--- config.mk ---
export PLATFORM = sky130hd
export DESIGN_NAME = latency_bucket_reader
export DESIGN_NICKNAME = d
export VERILOG_FILES = /design/src/rtl/latency_bucket_pkg.sv /design/src/rtl/latency_bucket_reader.sv
export SDC_FILE = /design/constraint.sdc
export NUM_CORES = 1
export LEC_CHECK = 0
export BUFFER_PORTS_ARGS = -buffer_cell sky130_fd_sc_hd__buf_4
export CAP_MARGIN = 15
export CORE_ASPECT_RATIO = 2
export CORE_MARGIN = 2
export CORE_UTILIZATION = 59
export CTS_CLUSTER_DIAMETER = 50
export DETAILED_ROUTE_END_ITERATION = 10
export GPL_TIMING_DRIVEN = 0
export PLACE_DENSITY = 0.93
export SLEW_MARGIN = 10
export SYNTH_ARGS = -nofsm -noshare
export SYNTH_HDL_FRONTEND = slang
export SYNTH_SLANG_ARGS = --single-unit
--- constraint.sdc ---
create_clock -name clock -period 9.4 [get_ports clock]
set_input_delay 1.88 -clock clock [delete_from_list [all_inputs] [get_ports clock]]
set_output_delay 1.88 -clock clock [all_outputs]
set_load 0.01 [all_outputs]
--- src/rtl/latency_bucket_pkg.sv ---
// Shared types and defaults for the LatencyBucket histogram and its readout engine.
package latency_bucket_pkg;

  localparam int unsigned DEF_NUM_BUCKETS = 32;
  localparam int unsigned DEF_ID_WIDTH    = 5;
  localparam int unsigned DEF_VALUE_WIDTH = 32;
  localparam int unsigned DEF_RD_LATENCY  = 1;
  localparam int unsigned DEF_CLR_TIMEOUT = 64;

  typedef enum logic [2:0] {
    IDLE,
    SETTLE,
    ADDR,
    WAIT,
    SEND,
    CLEAR,
    WAIT_CLR,
    DONE
  } state_t;

  // Unsigned add that clamps at the all-ones value of a w-bit field (w <= 64).
  function automatic logic [63:0] sat_add(input logic [63:0] a,
                                          input logic [63:0] b,
                                          input int unsigned w);
    logic [64:0] sum;
    logic [64:0] max;
    sum = {1'b0, a} + {1'b0, b};
    max = (65'd1 << w) - 65'd1;
    return (sum > max) ? max[63:0] : sum[63:0];
  endfunction

endpackage

--- src/rtl/latency_bucket_reader.sv ---
// Readout engine for LatencyBucket: freezes sampling, sweeps all bucket ids, streams
// (id, value, last) records and optionally clears the histogram afterwards.
module latency_bucket_reader
  import latency_bucket_pkg::*;
#(
  parameter int unsigned NUM_BUCKETS = DEF_NUM_BUCKETS,
  parameter int unsigned ID_WIDTH    = DEF_ID_WIDTH,
  parameter int unsigned VALUE_WIDTH = DEF_VALUE_WIDTH,
  parameter int unsigned RD_LATENCY  = DEF_RD_LATENCY,
  parameter int unsigned CLR_TIMEOUT = DEF_CLR_TIMEOUT
) (
  input  logic                   clock,
  input  logic                   reset,
  input  logic                   io_enableReq,
  input  logic                   io_dumpReq,
  input  logic                   io_clearAfterDump,
  output logic                   io_enable,
  output logic [ID_WIDTH-1:0]    io_bucketRdId,
  input  logic [VALUE_WIDTH-1:0] io_bucketValue,
  output logic                   io_resetBucket,
  input  logic                   io_resetDone,
  output logic                   io_out_valid,
  input  logic                   io_out_ready,
  output logic [ID_WIDTH-1:0]    io_out_id,
  output logic [VALUE_WIDTH-1:0] io_out_bits,
  output logic                   io_out_last,
  output logic [VALUE_WIDTH-1:0] io_total,
  output logic                   io_busy,
  output logic                   io_dumpDone,
  output logic                   io_clrTimeout
);

  localparam int unsigned CNT_MAX = (CLR_TIMEOUT > RD_LATENCY) ? CLR_TIMEOUT : RD_LATENCY;
  localparam int unsigned CNT_W   = $clog2(CNT_MAX + 2);
  localparam logic [ID_WIDTH-1:0] LAST_ID = ID_WIDTH'(NUM_BUCKETS - 1);

  state_t               state_q, state_d;
  logic [CNT_W-1:0]     cnt_q, cnt_d;
  logic [ID_WIDTH-1:0]  id_q;
  logic                 clr_q;
  logic                 accept_c;
  logic                 capture_c;
  logic                 handshake_c;
  logic                 timeout_c;
  logic [VALUE_WIDTH-1:0] total_sum_c;

  assign io_bucketRdId = id_q;
  assign total_sum_c   = VALUE_WIDTH'(sat_add(64'(io_total), 64'(io_out_bits), VALUE_WIDTH));

  // State register.
  always_ff @(posedge clock or posedge reset) begin
    if (reset) begin
      state_q <= IDLE;
      cnt_q   <= '0;
    end else begin
      state_q <= state_d;
      cnt_q   <= cnt_d;
    end
  end

  // Next-state and per-cycle strobes; the shared counter restarts on every state change.
  always_comb begin
    state_d     = state_q;
    cnt_d       = cnt_q + CNT_W'(1);
    accept_c    = 1'b0;
    capture_c   = 1'b0;
    handshake_c = 1'b0;
    timeout_c   = 1'b0;
    case (state_q)
      IDLE: begin
        if (io_dumpReq) begin
          accept_c = 1'b1;
          state_d  = SETTLE;
        end
      end
      SETTLE: begin
        if (cnt_q == CNT_W'(1)) state_d = ADDR;
      end
      ADDR: begin
        if (RD_LATENCY == 0) begin
          capture_c = 1'b1;
          state_d   = SEND;
        end else begin
          state_d = WAIT;
        end
      end
      WAIT: begin
        if (cnt_q == CNT_W'(RD_LATENCY - 1)) begin
          capture_c = 1'b1;
          state_d   = SEND;
        end
      end
      SEND: begin
        if (io_out_ready) begin
          handshake_c = 1'b1;
          if (id_q == LAST_ID) state_d = clr_q ? CLEAR : DONE;
          else                 state_d = ADDR;
        end
      end
      CLEAR:    state_d = WAIT_CLR;
      WAIT_CLR: begin
        if (io_resetDone) begin
          state_d = DONE;
        end else if (cnt_q == CNT_W'(CLR_TIMEOUT - 1)) begin
          timeout_c = 1'b1;
          state_d   = DONE;
        end
      end
      DONE:     state_d = IDLE;
      default:  state_d = IDLE;
    endcase
    if (state_d != state_q) cnt_d = '0;
  end

  // Datapath and registered outputs, decoded from the next state so they align with it.
  always_ff @(posedge clock or posedge reset) begin
    if (reset) begin
      id_q           <= '0;
      clr_q          <= 1'b0;
      io_enable      <= 1'b0;
      io_resetBucket <= 1'b0;
      io_out_valid   <= 1'b0;
      io_out_id      <= '0;
      io_out_bits    <= '0;
      io_out_last    <= 1'b0;
      io_total       <= '0;
      io_busy        <= 1'b0;
      io_dumpDone    <= 1'b0;
      io_clrTimeout  <= 1'b0;
    end else begin
      io_enable      <= io_enableReq && (state_d == IDLE);
      io_busy        <= (state_d != IDLE);
      io_out_valid   <= (state_d == SEND);
      io_resetBucket <= (state_d == CLEAR);
      io_dumpDone    <= (state_d == DONE);
      if (accept_c) begin
        clr_q         <= io_clearAfterDump;
        io_total      <= '0;
        io_clrTimeout <= 1'b0;
      end
      if (capture_c) begin
        io_out_id   <= id_q;
        io_out_bits <= io_bucketValue;
        io_out_last <= (id_q == LAST_ID);
      end
      if (handshake_c) begin
        io_total <= total_sum_c;
        if (id_q != LAST_ID) id_q <= id_q + ID_WIDTH'(1);
      end
      if (timeout_c)        io_clrTimeout <= 1'b1;
      if (state_q == DONE)  id_q <= '0;
    end
  end

endmodule

# After elaboration in Yosys (flattened, before gate mapping)
# Index checks and enable logic that the tools add are counted.
word_totals:
  register_bits: 92
  inputBits: 39
  output_inout_bits: 81
classes:
  n_addsub: 3
  n_lt_le_gt_ge: 1
  n_eq_ne: 15
  n_mux: 27
  n_reduce_logical: 10
op_table:
  columns: ["operator", "n"]
  rows:
  - ["$mux 32", 3]
  - ["$add 32x32->33", 1]
  - ["$gt 33x32->1 const B", 1]
  - ["$pmux 3 s8", 1]
  - ["$eq 3x3->1 const B", 7]
  - ["$mux 3", 7]
  - ["$mux 5", 3]
  - ["$mux 1", 11]
  - ["$reduce_bool 2->1", 4]
  - ["$add 7x1->7 const B", 1]
  - ["$eq 7x1->1 const B", 1]
  - ["$eq 7x6->1 const B", 1]
  - ["$logic_not 7->1", 1]
  - ["$mux 7", 1]
  - ["$eq 3x2->1 const B", 2]
  - ["$logic_not 3->1", 2]
  - ["$add 5x1->5 const B", 1]
  - ["$eq 5x5->1 const B", 1]
  - ["$ne 5x5->1 const B", 1]
  - ["$eq 3x1->1 const B", 1]
  - ["$ne 3x3->1", 1]
  - ["$reduce_bool 3->1", 1]
  - ["$mux 2", 1]
  - ["$reduce_and 2->1", 1]
  - ["$logic_and 1x1->1", 1]

# Longest topological paths before layout
# Gate-level depths: netlist of run 1.
depth:
  depth_word: 6
  depth_mapped: 13
  mapped_depth_nobuf: 12

# Worst setup path after synthesis of run 1
# No wires, ideal clock.
synth_timing:
  path_type: "input to register"
  start: "in io_dumpReq"
  end: "reg cnt_q[6]"
  t_arrival_ps: 3248
  required_ps: 9327
  path_slack_ps: 6079
  path_stages: 8
  path_buffers: 1
  cell_sequence: "nor2b_1 -> a311oi_1 -> nor2_1 -> a21oi_4 -> xnor2_1 -> or4_1 -> buf_2 -> a21oi_2"
synth_between:
  elab_chain_len: 4
synth_rtl:
  columns: ["item", "line_no", "rtl"]
  rows:
  - ["start: declaration", "latency_bucket_reader.sv:15", "input logic io_dumpReq,"]
  - ["$mux 3", "latency_bucket_reader.sv:71", "if (io_dumpReq) begin"]
  - ["$pmux 3 s8", "latency_bucket_reader.sv:69", "case (state_q)"]
  - ["$ne 3x3->1", "latency_bucket_reader.sv:112", "if (state_d != state_q) cnt_d = '0;"]
  - ["$mux 7", "latency_bucket_reader.sv:112", null]
  - ["net cnt_d[6]", "latency_bucket_reader.sv:38", "logic [CNT_W-1:0] cnt_q, cnt_d;"]
  - ["end signal: assignment", "latency_bucket_reader.sv:57", "cnt_q <= cnt_d;"]
  - ["end: declaration", "latency_bucket_reader.sv:38", null]
# The timed path passes the listed nets, and every way through them passes these cells.
# A chain may end at the register's enable or synchronous reset.

# Worst setup path in the final report of run 1
layout_timing:
  start: "reg io_out_bits[0]"
  end: "reg io_total[15]"
layout_between:
  elab_chain_len: 4
layout_rtl:
  columns: ["item", "line_no", "rtl"]
  rows:
  - ["start: declaration", "latency_bucket_reader.sv:25", "output logic [VALUE_WIDTH-1:0] io_out_bits,"]
  - ["start signal: assignment", "latency_bucket_reader.sv:143", "io_out_bits <= io_bucketValue;"]
  - ["$add 32x32->33 *", "latency_bucket_pkg.sv:27", "sum = {1'b0, a} + {1'b0, b};"]
  - ["$gt 33x32->1", "latency_bucket_pkg.sv:29", "return (sum > max) ? max[63:0] : sum[63:0];"]
  - ["$mux 32 *", "latency_bucket_pkg.sv:29", null]
  - ["$mux 32 *", "latency_bucket_reader.sv:146", "if (handshake_c) begin"]
  - ["end signal: assignment", "latency_bucket_reader.sv:147", "io_total <= total_sum_c;"]
  - ["end: declaration", "latency_bucket_reader.sv:27", "output logic [VALUE_WIDTH-1:0] io_total,"]
# Every way passes the cells marked *; elsewhere a longest branch is shown, timed or not.

==> results of run 1 <==
-- flip-flops by register name, indices dropped and copies added (netlist names) --
name            count
state_q             3
io_dumpDone         1
io_enable           1
io_out_bits        32
io_bucketRdId       5
io_out_last         1
cnt_q               7
io_out_valid        1
io_resetBucket      1
io_out_id           5
io_clrTimeout       1
clr_q               1
io_total           32
io_busy             1
-- per-stage QoR --
step	power [mW]	instances	area [um2]	util, %
global placement	2.07	827	6370	71.6
floorplan	1.62	606	5350	-
CTS	2.55	844	6730	75.7
global route	2.73	844	6730	75.7
detailed placement	2.14	828	6400	72.0
finish	2.57	844	6730	75.7
-- cell type report --
type,instances,area share [%]
well taps,102,1.90
clock buffers,11,3.75
flip-flops and latches,92,34.2
clock inverters,5,1.21
inverters,14,0.818
repair buffers,120,13.7
multi-input cells,473,42.8
plain buffers,27,1.65
-- per-layer routing --
metal	global-route usage, %	wire [um]	vias up
met5	0	0	-
met4	17.4	678	0
met3	4.00	708	56
met2	58.1	8780	242
met1	32.0	5370	2504
li1	-	-	2371
-- worst max path at each step --
stage / start / end / slack (ns)
2_1_floorplan: reset / clr_q$_DFFE_PP0P_ / 5.13
3_3_place_gp: reset / io_out_id[2]$_DFFE_PP0P_ / 4.17
3_5_place_dp: io_out_ready / io_total[26]$_DFFE_PP0P_ / 5.78
4_1_cts: io_out_bits[0]$_DFFE_PP0P_ / io_total[21]$_DFFE_PP0P_ / 6.01
5_1_grt: io_out_bits[0]$_DFFE_PP0P_ / io_total[21]$_DFFE_PP0P_ / 5.87
6_report: io_out_bits[0]$_DFFE_PP0P_ / io_total[15]$_DFFE_PP0P_ / 5.92
-- kinds of logic (layout without fill, tap and decap cells) --
family,count (synthesis),count (layout),share of synthesized area (%)
AND/OR/NAND/NOR,238,238,19.5
AO/OA/AOI/OAI,158,158,18.8
flip-flops,92,92,43.1
multiplexers,5,5,0.983
XOR/XNOR,34,34,5.57
buffers and inverters,41,177,3.07
adder cells (fa/ha/maj),38,38,9.03
-- power by group through the flow --
stage / clock network (mW) / logic (mW) / registers [mW]
floorplan: 0 / 0.878 / 0.745
global placement: 0 / 1.36 / 0.710
detailed placement: 0 / 1.42 / 0.719
CTS: 0.404 / 1.44 / 0.713
global route: 0.417 / 1.58 / 0.733
finish: 0.402 / 1.45 / 0.717
-- cells in the final DEF, fill, tap and decap left out, drive strengths merged, types with 3 or more instances in the layout --
| cell | synthesis | layout |
|---|---|---|
| nand2 | 145 | 145 |
| buf | 6 | 126 |
| dfrtp | 92 | 92 |
| a21oi | 72 | 72 |
| ha | 37 | 37 |
| nor2 | 35 | 35 |
| clkbuf | 21 | 32 |
| xor2 | 19 | 19 |
| o21ai | 19 | 19 |
| a21o | 16 | 16 |
| xnor2 | 15 | 15 |
| inv | 14 | 15 |
| a31oi | 14 | 14 |
| nand3 | 10 | 10 |
| nor2b | 8 | 8 |
| and3 | 8 | 8 |
| nand2b | 7 | 7 |
| and2 | 5 | 5 |
| nor3 | 5 | 5 |
| nand4 | 5 | 5 |
| o21a | 5 | 5 |
| or3 | 4 | 4 |
| o211ai | 4 | 4 |
| o21bai | 3 | 3 |
| mux2i | 3 | 3 |
| a21boi | 3 | 3 |
-- worst max-delay path, stage by stage, from the launching register on --
cell	delay [ns]
dfrtp_1	0.40
ha_1	0.22
inv_1	0.07
fa_1	0.21
nand2b_1	0.16
a21oi_1	0.11
o41a_1	0.45
a41oi_2	0.42
o21ai_1	0.17
a21boi_1	0.32
o21a_2	0.32
buf_4	0.22
a21oi_1	0.12
a21o_1	0.19
==> results.txt, run 1 <==
The commonest cells after synthesis are nand2_1, dfrtp_1, a21oi_1. STA classifies the critical path startpoint as a flip-flop. The final setup violation count was 0.

For the final routed database, the setup TNS stands at 0 ns. The synthesized area divided by synthesized cell count is 8.82 um2. The logs give 1.42 mW for the internal power contribution and 15500 um for the detailed-route wire length. For the routability congestion estimate, the log shows 0.944.

The flow ran to the end, and the final reports show no timing, DRC or antenna violations. The relative area change from synthesis to final layout is 25.9%, and the data arrival time at the worst-slack endpoint is 3.71 ns. The ratio of cells with drive above 1 in the final layout was 21.6%; the number of nets with antenna violations after detailed routing was 0. For the count of hold-fix buffers inserted at cts, the log shows 0.

The worst register-to-register path begins at io_out_bits[0]$_DFFE_PP0P_. Largest buffer count on any clock path: 2. Measured against its own limit, the worst slew margin works out to 53.8%. The worst hold slack across all endpoints was 0.484 ns.

The synthesized netlist contains 58 unique library cells. Summed over all layers, the global routing overflow is 0. The worst-margin pin slew is 0.693 ns, and the register-to-register path setup slack is 5.92 ns. The run gives 9 as the TritonCTS buffer count.

Of all nets on the critical path, the largest fanout is 10. Setup slack after layout: 5.92 ns. The number of H-tree levels came out at 3. Based on the critical path, the design can be clocked at up to 287 MHz.

The tools report the post-synthesis net count as 683. The count of input and output buffers was 119. The root cell of the clock tree is clkbuf_16. The fraction of power spent switching nets came out at 44.8%.

Summing all flip-flop and latch instances after layout gives 2300 um2. The analysis attributes to net switching a power of 1.15 mW. In this run the count of I/O pins placed on the die edge is 120.

Synthesis produced a netlist whose cell count is 606. The run gives 0 as the number of hold violations in the final report. The worst register-to-register path has a depth of 13. In this run the static leakage power is 3.46 nW. The tools report the count of clock tree sinks as 92.

The worst setup path is captured at a flip-flop. The final critical path takes up 37.0% of the cycle. The largest voltage drop on the vdd net was 264 uV. The routed length per placed instance was 18.4 um.

The critical path start-end classification was flip-flop to flip-flop. The power density normalized to cell area came out at 382 nW/um2. From bottom edge to top edge, the die measures 139 um. The die footprint was 9880 um2; the number of fillers in the final layout was 621. The run gives 5173 as the total number of vias. In the routed layout, each cell is associated on average with a via count of 6.13. After clock tree synthesis, the clock-pin slew on the worst setup and hold paths is 0.07 ns.

The logs give 31.1% for the total global routing track utilization and 0.34 ns for the clock latency on the worst-skew pair. Entering global routing, the biggest net connects 65 pins. The run gives 43.1% as the sequential cell area fraction in the yosys report. Summing all multi-input logic gate instances after layout gives 2880 um2. The placed wire-length estimate after detailed placement is 11800 um, and the post-synthesis cell area is 5350 um2. Setup repair after global routing left no endpoint under its margin.

The clock period could shrink to 3.48 ns. The antenna diode count is 0. Ranked by total cell area, the synthesized netlist is headed by dfrtp_1, nand2_1, ha_1. The DRC violation count after routing is 0. The initialized floorplan defines 49 standard-cell rows. The logs give 5198 for the via count of the first global-routing pass and 9.63 ns for the data required time at the worst endpoint.

The run gives 15.6% as the clock network power share. The startpoint identified for the worst hold timing path is io_out_id[2]$_DFFE_PP0P_. The most frequent cell after synthesis is nand2_1. The flip-flop and latch count after synthesis works out to 92. The end point of the most critical hold path was io_out_id[2]$_DFFE_PP0P_. Before CTS, the worst setup slack after placement is 5.78 ns.

Async set-reset flop share out of synthesis: 100%. In this run, the number of DRC markers left after iteration 0 of detailed routing was 401. The share of total power dissipated in sequential elements is 27.9%. The first TritonRoute pass finished after 5 iterations. The die boundary width works out to 71.3 um. The endpoint identified for the worst register-to-register timing path is io_total[15]$_DFFE_PP0P_. The worst hold path stage count is 2, and the share of total power in combinational logic is 56.5%. TritonCTS built the clock tree.

The number of slew-limit violations in the final report was 0; the count of flip-flops with a built-in enable after synthesis was 0. Once the clock tree was built, the setup fixing pass inserted 0 buffers. Across the run, the number of max-cap violations was 0. Number of nets in the finished design: 814. The run gives 0 as the count of instances resized after the clock tree is built.

The core region is 8890 um2. The most used flip-flop cell after synthesis is dfrtp_1. The clock arrives with 0.0108 ns of skew. The first global-routing pass estimated 24500 um of wire. For this run, the number of Yosys warnings is 0. The dominant cell type by area after synthesis was dfrtp_1. Once the floorplan was initialized, standard cells occupied 60.1% of the core. The initial antenna violation count came out at 0. The proportion of netlist area held by the largest area contributor was 43.1%. Type of the most critical hold path: flip-flop to flip-flop.
(Power assumes the default switching activity.)
==> run 2: changes to the inputs <==
CORE_UTILIZATION = 50   (was 59)
PLACE_DENSITY = 0.85   (was 0.93)
clock period = 3.2 ns   (was 9.4 ns; I/O delays follow)
==> run 2 against run 1 <==
Maximum frequency increased by 14%. Largest power group unchanged. Clock-buffer cell count fell by 2. Clock power increased to 2.9 times the previous value.
==> results.txt, run 2 (same netlist as run 1, synthesis figures left out) <==
The flow ran to the end, and the final reports show no timing, DRC or antenna violations. At the pin with the least slew margin, the transition time is 0.588 ns. The first global-routing pass estimated 25100 um of wire. The final instance area was 6820 um2. The tree built by TritonCTS fans out to 92 sinks. The headroom to the max-slew limit came out at 60.8%.

The kind of end point of the critical path was a flip-flop. Of the total power, the clock network draws 15.4%. Measured along the y axis, the die boundary spans 150 um.

After floorplanning, the core was sized to cover 10500 um2. For the total placed instance area, the log shows 6440 um2. The run gives -0.0544 ns as the worst-case setup slack after placement. After clock tree synthesis, the clock-pin slew on the worst setup and hold paths is 0.06 ns. The placement row count is 53, and the data required time at the worst endpoint is 3.43 ns.

The run gives 0 as the initial antenna violation count. The tree is rooted in a clkbuf_16. The relative area change from synthesis to final layout was 27.6%. Setup repair after global routing left no endpoint under its margin. In this run, the combinational gates consume 56.8% of the power. TritonCTS built the clock tree.

For the worst-skew pair, the clock arrives at the later sink with an insertion delay of 0.35 ns. The final-layout setup total negative slack was 0 ns; the net switching power figure was 3.44 mW. The number of slew-limit violations in the final report came out at 0. For the worst flop-to-flop path, the logic depth is 13. The sequential share of power is 27.8%. For this configuration, the core starts out at a cell density of 51.0%. The TritonCTS buffer count came out at 9. DRC violation count after routing: 0.

IR analysis of the VDD net gives a maximum drop of 637 uV. Count of hold-fix buffers inserted at cts: 0. Most common cell after layout, fill and taps aside: nand2_1. The number of hold violations in the final report is 0, and the fmax is 327 MHz.

The first routing iteration left 384 violations. The detail route stage leaves a number of antenna-violating nets equal to 0. The analysis attributes to cell leakage a power of 3.47 nW.

For this run, the detailed router's first-pass iteration total came to 10. The wire-length estimate of the detail-placed layout is 11500 um. The run gives 3.29 ns as the data arrival time at the worst-slack endpoint.

In the final layout, the registers with the most flip-flops are io_out_bits x32, io_total x32, cnt_q x7. The tools report the number of max-cap violations as 0. The number of fillers in the final layout was 895; the final setup violation count was 0.

Dividing total power by cell area gives a power density of 1110 nW/um2. The startpoint type of the worst setup path is a flip-flop. After detailed routing, the total wire length is 15600 um.

The type of the most critical hold path is primary input to async pin. Dividing the final minimum period by the clock period gives 95.5%. The die covers 11600 um2.

The minimum period implied by the final worst setup slack came out at 3.05 ns. At the end of the flow the core is filled with cells to 65.1%. The logs give 5209 for the via count of the first global-routing pass and 2 for the largest buffer count on any clock path. Dividing the detail-routed via count by the number of cells gives 5.72. Uppermost metal layer occupied by signal nets: met4. For this run, the post-layout net count is 816.

Summed over all nets, wire length on met2 after detailed routing comes to 8810 um. The final clock skew is 0.00738 ns, and the total number of vias is 5042. The antenna diode count was 0; the fraction of power spent switching nets was 45.2%. The routed length per placed instance was 17.7 um; the routability congestion estimate was 0.945. The pin count of the biggest net entering global routing is 63. The total global routing track utilization came out at 27.3%.

Buffers placed on the I/O ports in this run total 119. The internal power contribution is 4.17 mW, and the met1 routed wirelength after detailed routing is 5560 um. For this run the aggregate overflow at the end of global routing stands at 0. After detailed routing, the met3 layer carries 636 um of wire. The die boundary width came out at 77.1 um. The ratio of cells with drive above 1 in the final layout was 22.4%. Pin placement for this block handled 120 I/O pins. Number of H-tree levels: 3. Along the worst path, the maximum fanout reaches 10.

Once routing completed, OpenROAD measured the worst setup slack at 0.145 ns. In the layout the commonest cells are nand2_1, buf_4, dfrtp_1. The setup path with the least slack is of type flip-flop to flip-flop.
[run 2: area by class of cell]
| type | count | area [um2] | share of cell area (%) |
|---|---|---|---|
| Clock inverter | 7 | 98.8 | 1.45 |
| Multi-Input combinational cell | 473 | 2920 | 42.8 |
| Clock buffer | 9 | 225 | 3.30 |
| Timing Repair Buffer | 122 | 936 | 13.7 |
| Sequential cell | 92 | 2300 | 33.7 |
| Tap cell | 137 | 171 | 2.51 |
| Inverter | 14 | 55.1 | 0.807 |
| Buffer | 27 | 111 | 1.63 |
[run 2: metal layers]
| layer | vias to the layer above | GRT usage (%) |
|---|---|---|
| li1 | 2373 | - |
| met1 | 2434 | 28.8 |
| met2 | 179 | 51.9 |
| met3 | 56 | 4.02 |
| met4 | 0 | 13.3 |
| met5 | - | 0 |
[run 2: repair_timing]
item | 4_1_cts | 5_1_grt
pin swaps | 2 | 2
endpoints found under the setup margin | 24 | 28
resized for setup | 1 | 6
cloned | 0 | 0
setup buffers | 1 | 1
[run 2: metrics by stage]
stage                     hold WS, ns  instances  total power [mW]
after floorplan                 0.480        606              4.77
after global placement          0.464        862              6.14
after detailed placement        0.472        863              6.29
after CTS                       0.310        880              7.53
after global routing            0.326        881              8.13
final                           0.295        881              7.61
[run 2: worst paths after layout]
| path | end | start | slack (ns) |
|---|---|---|---|
| hold / removal | io_total[9]$_DFFE_PP0P_ | reset | 0.29 |
| setup / recovery | io_total[8]$_DFFE_PP0P_ | io_out_bits[0]$_DFFE_PP0P_ | 0.15 |
| max in group asynchronous | io_total[4]$_DFFE_PP0P_ | reset | 2.25 |
| setup reg to reg | io_total[8]$_DFFE_PP0P_ | io_out_bits[0]$_DFFE_PP0P_ | 0.15 |
| min in group clock | io_out_bits[20]$_DFFE_PP0P_ | io_bucketValue[20] | 0.48 |
| hold reg to reg | io_out_id[0]$_DFFE_PP0P_ | io_out_id[0]$_DFFE_PP0P_ | 0.48 |
[run 2: power by group through the flow]
stage               Clock [mW]  Sequential (mW)  Combinational (mW)
detailed placement           0             2.12                4.17
global route              1.23             2.17                4.74
finish                    1.17             2.12                4.32
floorplan                    0             2.19                2.58
CTS                       1.18             2.11                4.25
global placement             0             2.11                4.03
[run 2: worst max-delay path, cell delays in order (launching register included)]
cell,delay [ns]
dfrtp_1,0.42
ha_1,0.23
inv_1,0.07
fa_1,0.20
nand2b_1,0.18
a21oi_2,0.08
o41a_1,0.39
a41oi_4,0.34
o21ai_2,0.11
a21boi_2,0.19
o21a_2,0.23
buf_4,0.21
a21oi_1,0.10
a21o_1,0.19
==> run 3: changes to the inputs <==
PLACE_DENSITY = 0.88   (was 0.85)
==> run 3 against run 2 <==
Sequential share of layout area up 0.20 points. Clock power fell by 13%. Via count up 0.67%. Combinational power about the same. Final area down 0.59%. Wire length fell by 0.19%. Critical path type unchanged. Largest cell class unchanged. Largest power group unchanged.
==> results.txt, run 3 (same netlist as run 1, synthesis figures left out) <==
The detailed router finished its first iteration with 335 violations. For the count of clock tree sinks, the log shows 92. At the pin with the least slew margin, the transition time is 0.686 ns.

Summing all non-filler instances in the final layout gives an area of 6780 um2. The number of detailed-routing iterations run before antenna repair is 5. The detailed router placed 5076 vias in this run. Counting cells, the worst reg-to-reg path comes to 12. The maximum single-stage delay on the critical path is 0.41 ns, and the pin count of the biggest net entering global routing is 64.

In this run the clock root is driven by a clkbuf_16. The sequential share of power was 28.3%; the fmax was 326 MHz. The initialized floorplan defines 53 standard-cell rows. The number of nets in the finished design came out at 819. The number of hold buffers added after CTS was 0. The library cell used most frequently in the layout, excluding fill and tap cells, is nand2_1. Across the whole layout, storage elements account for 2300 um2. The filler-free cell count of the finished design came out at 884. The first global-routing pass estimated 25300 um of wire. The worst-case setup slack after placement came out at -0.0853 ns.

The floorplan step defined a core boundary enclosing 10500 um2. The total instance count after detailed placement is 863. In this run the critical register-to-register path is captured at io_total[24]$_DFFE_PP0P_. Wire segments on met3 add up to 735 um in the final route.

The headroom to the max-slew limit is 54.3%, and the largest buffer count on any clock path is 2. The share of total power dissipated in the clock network is 13.7%. The net switching power figure was 3.43 mW; the relative area change from synthesis to final layout was 26.9%.

Per report_power, the combinational group accounts for 58.1% of the total. Global routing finished with a remaining overflow of 0. The die height was 150 um; the total power draw was 7.46 mW. STA classifies the critical path startpoint as a flip-flop. Max-cap violations in this run came to 0. For this configuration, the core starts out at a cell density of 51.0%. TritonCTS built the clock tree.

Buffers placed on the I/O ports in this run total 119. The final-layout setup total negative slack was 0 ns. The worst register-to-register path begins at io_total[0]$_DFFE_PP0P_. The run gives 6440 um2 as the total placed instance area.

The total global routing track utilization was 27.7%. The worst hold path belongs to the class primary input to async pin. For the worst setup path, the data required time is 3.47 ns.

The number of hold violations in the final report is 0, and the total buffers and inverters traversed by the critical path is 2. The cell repeated most along the worst path is a21oi_1. Using the TritonRoute via totals, the vias-per-cell ratio works out to 5.74. Walking the worst path, the cells encountered are ha_1 -> inv_1 -> fa_1 -> nand2b_1 -> a21oi_1 -> o41a_1 -> a41oi_4 -> buf_4 -> o21ai_1 -> a21boi_0 -> xor2_1 -> a21oi_1.

The run gives 0 as the DRC violation count after routing. The minimum period implied by the final worst setup slack works out to 3.07 ns. The detail route stage leaves a number of antenna-violating nets equal to 0. The run gives 8730 um as the wire length on met2. Dividing the detail-routed wire length by the instance count gives 17.6 um. Setup violations remaining at the end of the flow were counted as 0. Summing all multi-input logic gate instances after layout gives 2910 um2. The flow ran to the end, and the final reports show no timing, DRC or antenna violations. The H-tree was split into 3 levels. The library cells used most frequently in the layout, excluding fill and tap cells, are nand2_1, buf_4, dfrtp_1.

The congestion estimate from routability-driven global placement came to 0.928. After legalization and detailed placement, the total HPWL measured 11700 um. From left edge to right edge, the die measures 77.1 um.

The largest registers in the layout are io_out_bits x32, io_total x32, cnt_q x7. The kind of cell adding the most delay to the critical path is compound AO/OA/AOI/OAI gates. The library cell contributing the largest single delay on the critical path is dfrtp_1. Internal power comes to 4.03 mW.

The uppermost metal layer occupied by signal nets was met4. The run gives 0 as the initial antenna violation count. Once layout is complete, the utilization of the core stands at 64.7%. The clock arrives with 0.00943 ns of skew. After detailed routing, the wire length on met1 is 5380 um. The number of fillers in the final layout was 913. Clock tree synthesis inserted a total of 9 buffers.

The fraction of power spent switching nets was 46.0%. For the static leakage power, the log shows 3.46 nW. The register clock-pin slew on the reported worst setup and hold paths was 0.07 ns. The number of slew-limit violations in the final report was 0.

For this design the top-level I/O count stands at 120. The run gives 0.35 ns as the clock latency on the worst-skew pair. Largest fanout on the critical path: 3. The die covers 11600 um2. Dividing the final minimum period by the clock period gives 95.9%. The power density normalized to cell area was 1100 nW/um2; the largest voltage drop on the vdd net was 595 uV. The kind of end point of the critical path is a flip-flop.

After layout, the worst setup slack is 0.132 ns. The ratio of cells with drive above 1 in the final layout came out at 22.5%. For the worst hold slack across all endpoints, the log shows 0.290 ns. Data arrival time at the worst-slack endpoint: 3.34 ns. The setup check on the worst reg-to-reg path leaves a slack of 0.13 ns. The tools report the via count of the first global-routing pass as 5358.

The number of antenna diodes in the final layout is 0. The run gives 15600 um as the detailed-route wire length. Critical path start-end classification: flip-flop to flip-flop.
## run 3: cell count changes in the layout (fill, tap and decap cells not counted), sizes merged
cell    change
buf         +3
bufinv      -2
clkinv      -1
inv         +2
clkbuf      +1
## run 3: area by class of cell
| class | instances | share of cell area [%] |
|---|---|---|
| Clock buffer | 10 | 3.38 |
| Buffer | 27 | 1.64 |
| Tap cell | 137 | 2.53 |
| Inverter | 14 | 0.812 |
| Sequential cell | 92 | 33.9 |
| Timing Repair Buffer | 125 | 14.1 |
| Clock inverter | 6 | 0.701 |
| Multi-Input combinational cell | 473 | 42.9 |
## run 3: power by group through the flow
stage               Combinational, mW  Clock (mW)  Sequential [mW]
finish                           4.33        1.02             2.11
global route                     4.78        1.08             2.16
global placement                 4.01           0             2.10
detailed placement               4.18           0             2.12
CTS                              4.27        1.03             2.10
floorplan                        2.58           0             2.19
## run 3: worst max path at each step
stage                     cells past startpoint                           to                     from
after floorplan                               1            clr_q$_DFFE_PP0P_                    reset
after global placement                        2  io_out_bits[24]$_DFFE_PP0P_                    reset
after detailed placement                     13     io_total[10]$_DFFE_PP0P_  io_total[0]$_DFFE_PP0P_
after CTS                                    13     io_total[10]$_DFFE_PP0P_  io_total[0]$_DFFE_PP0P_
after global routing                         12     io_total[24]$_DFFE_PP0P_  io_total[0]$_DFFE_PP0P_
final                                        12     io_total[24]$_DFFE_PP0P_  io_total[0]$_DFFE_PP0P_
## run 3: timing repair
action | CTS | global route
resized for setup | 1 | 5
pin swaps | 1 | 2
setup endpoints to repair | 24 | 23
setup buffers | 2 | 3
## run 3: metal layers
metal  global-route usage (%)  up-vias
li1                         -     2386
met1                     28.2     2446
met2                     52.8      190
met3                     4.68       54
met4                     14.6        0
met5                        0        -
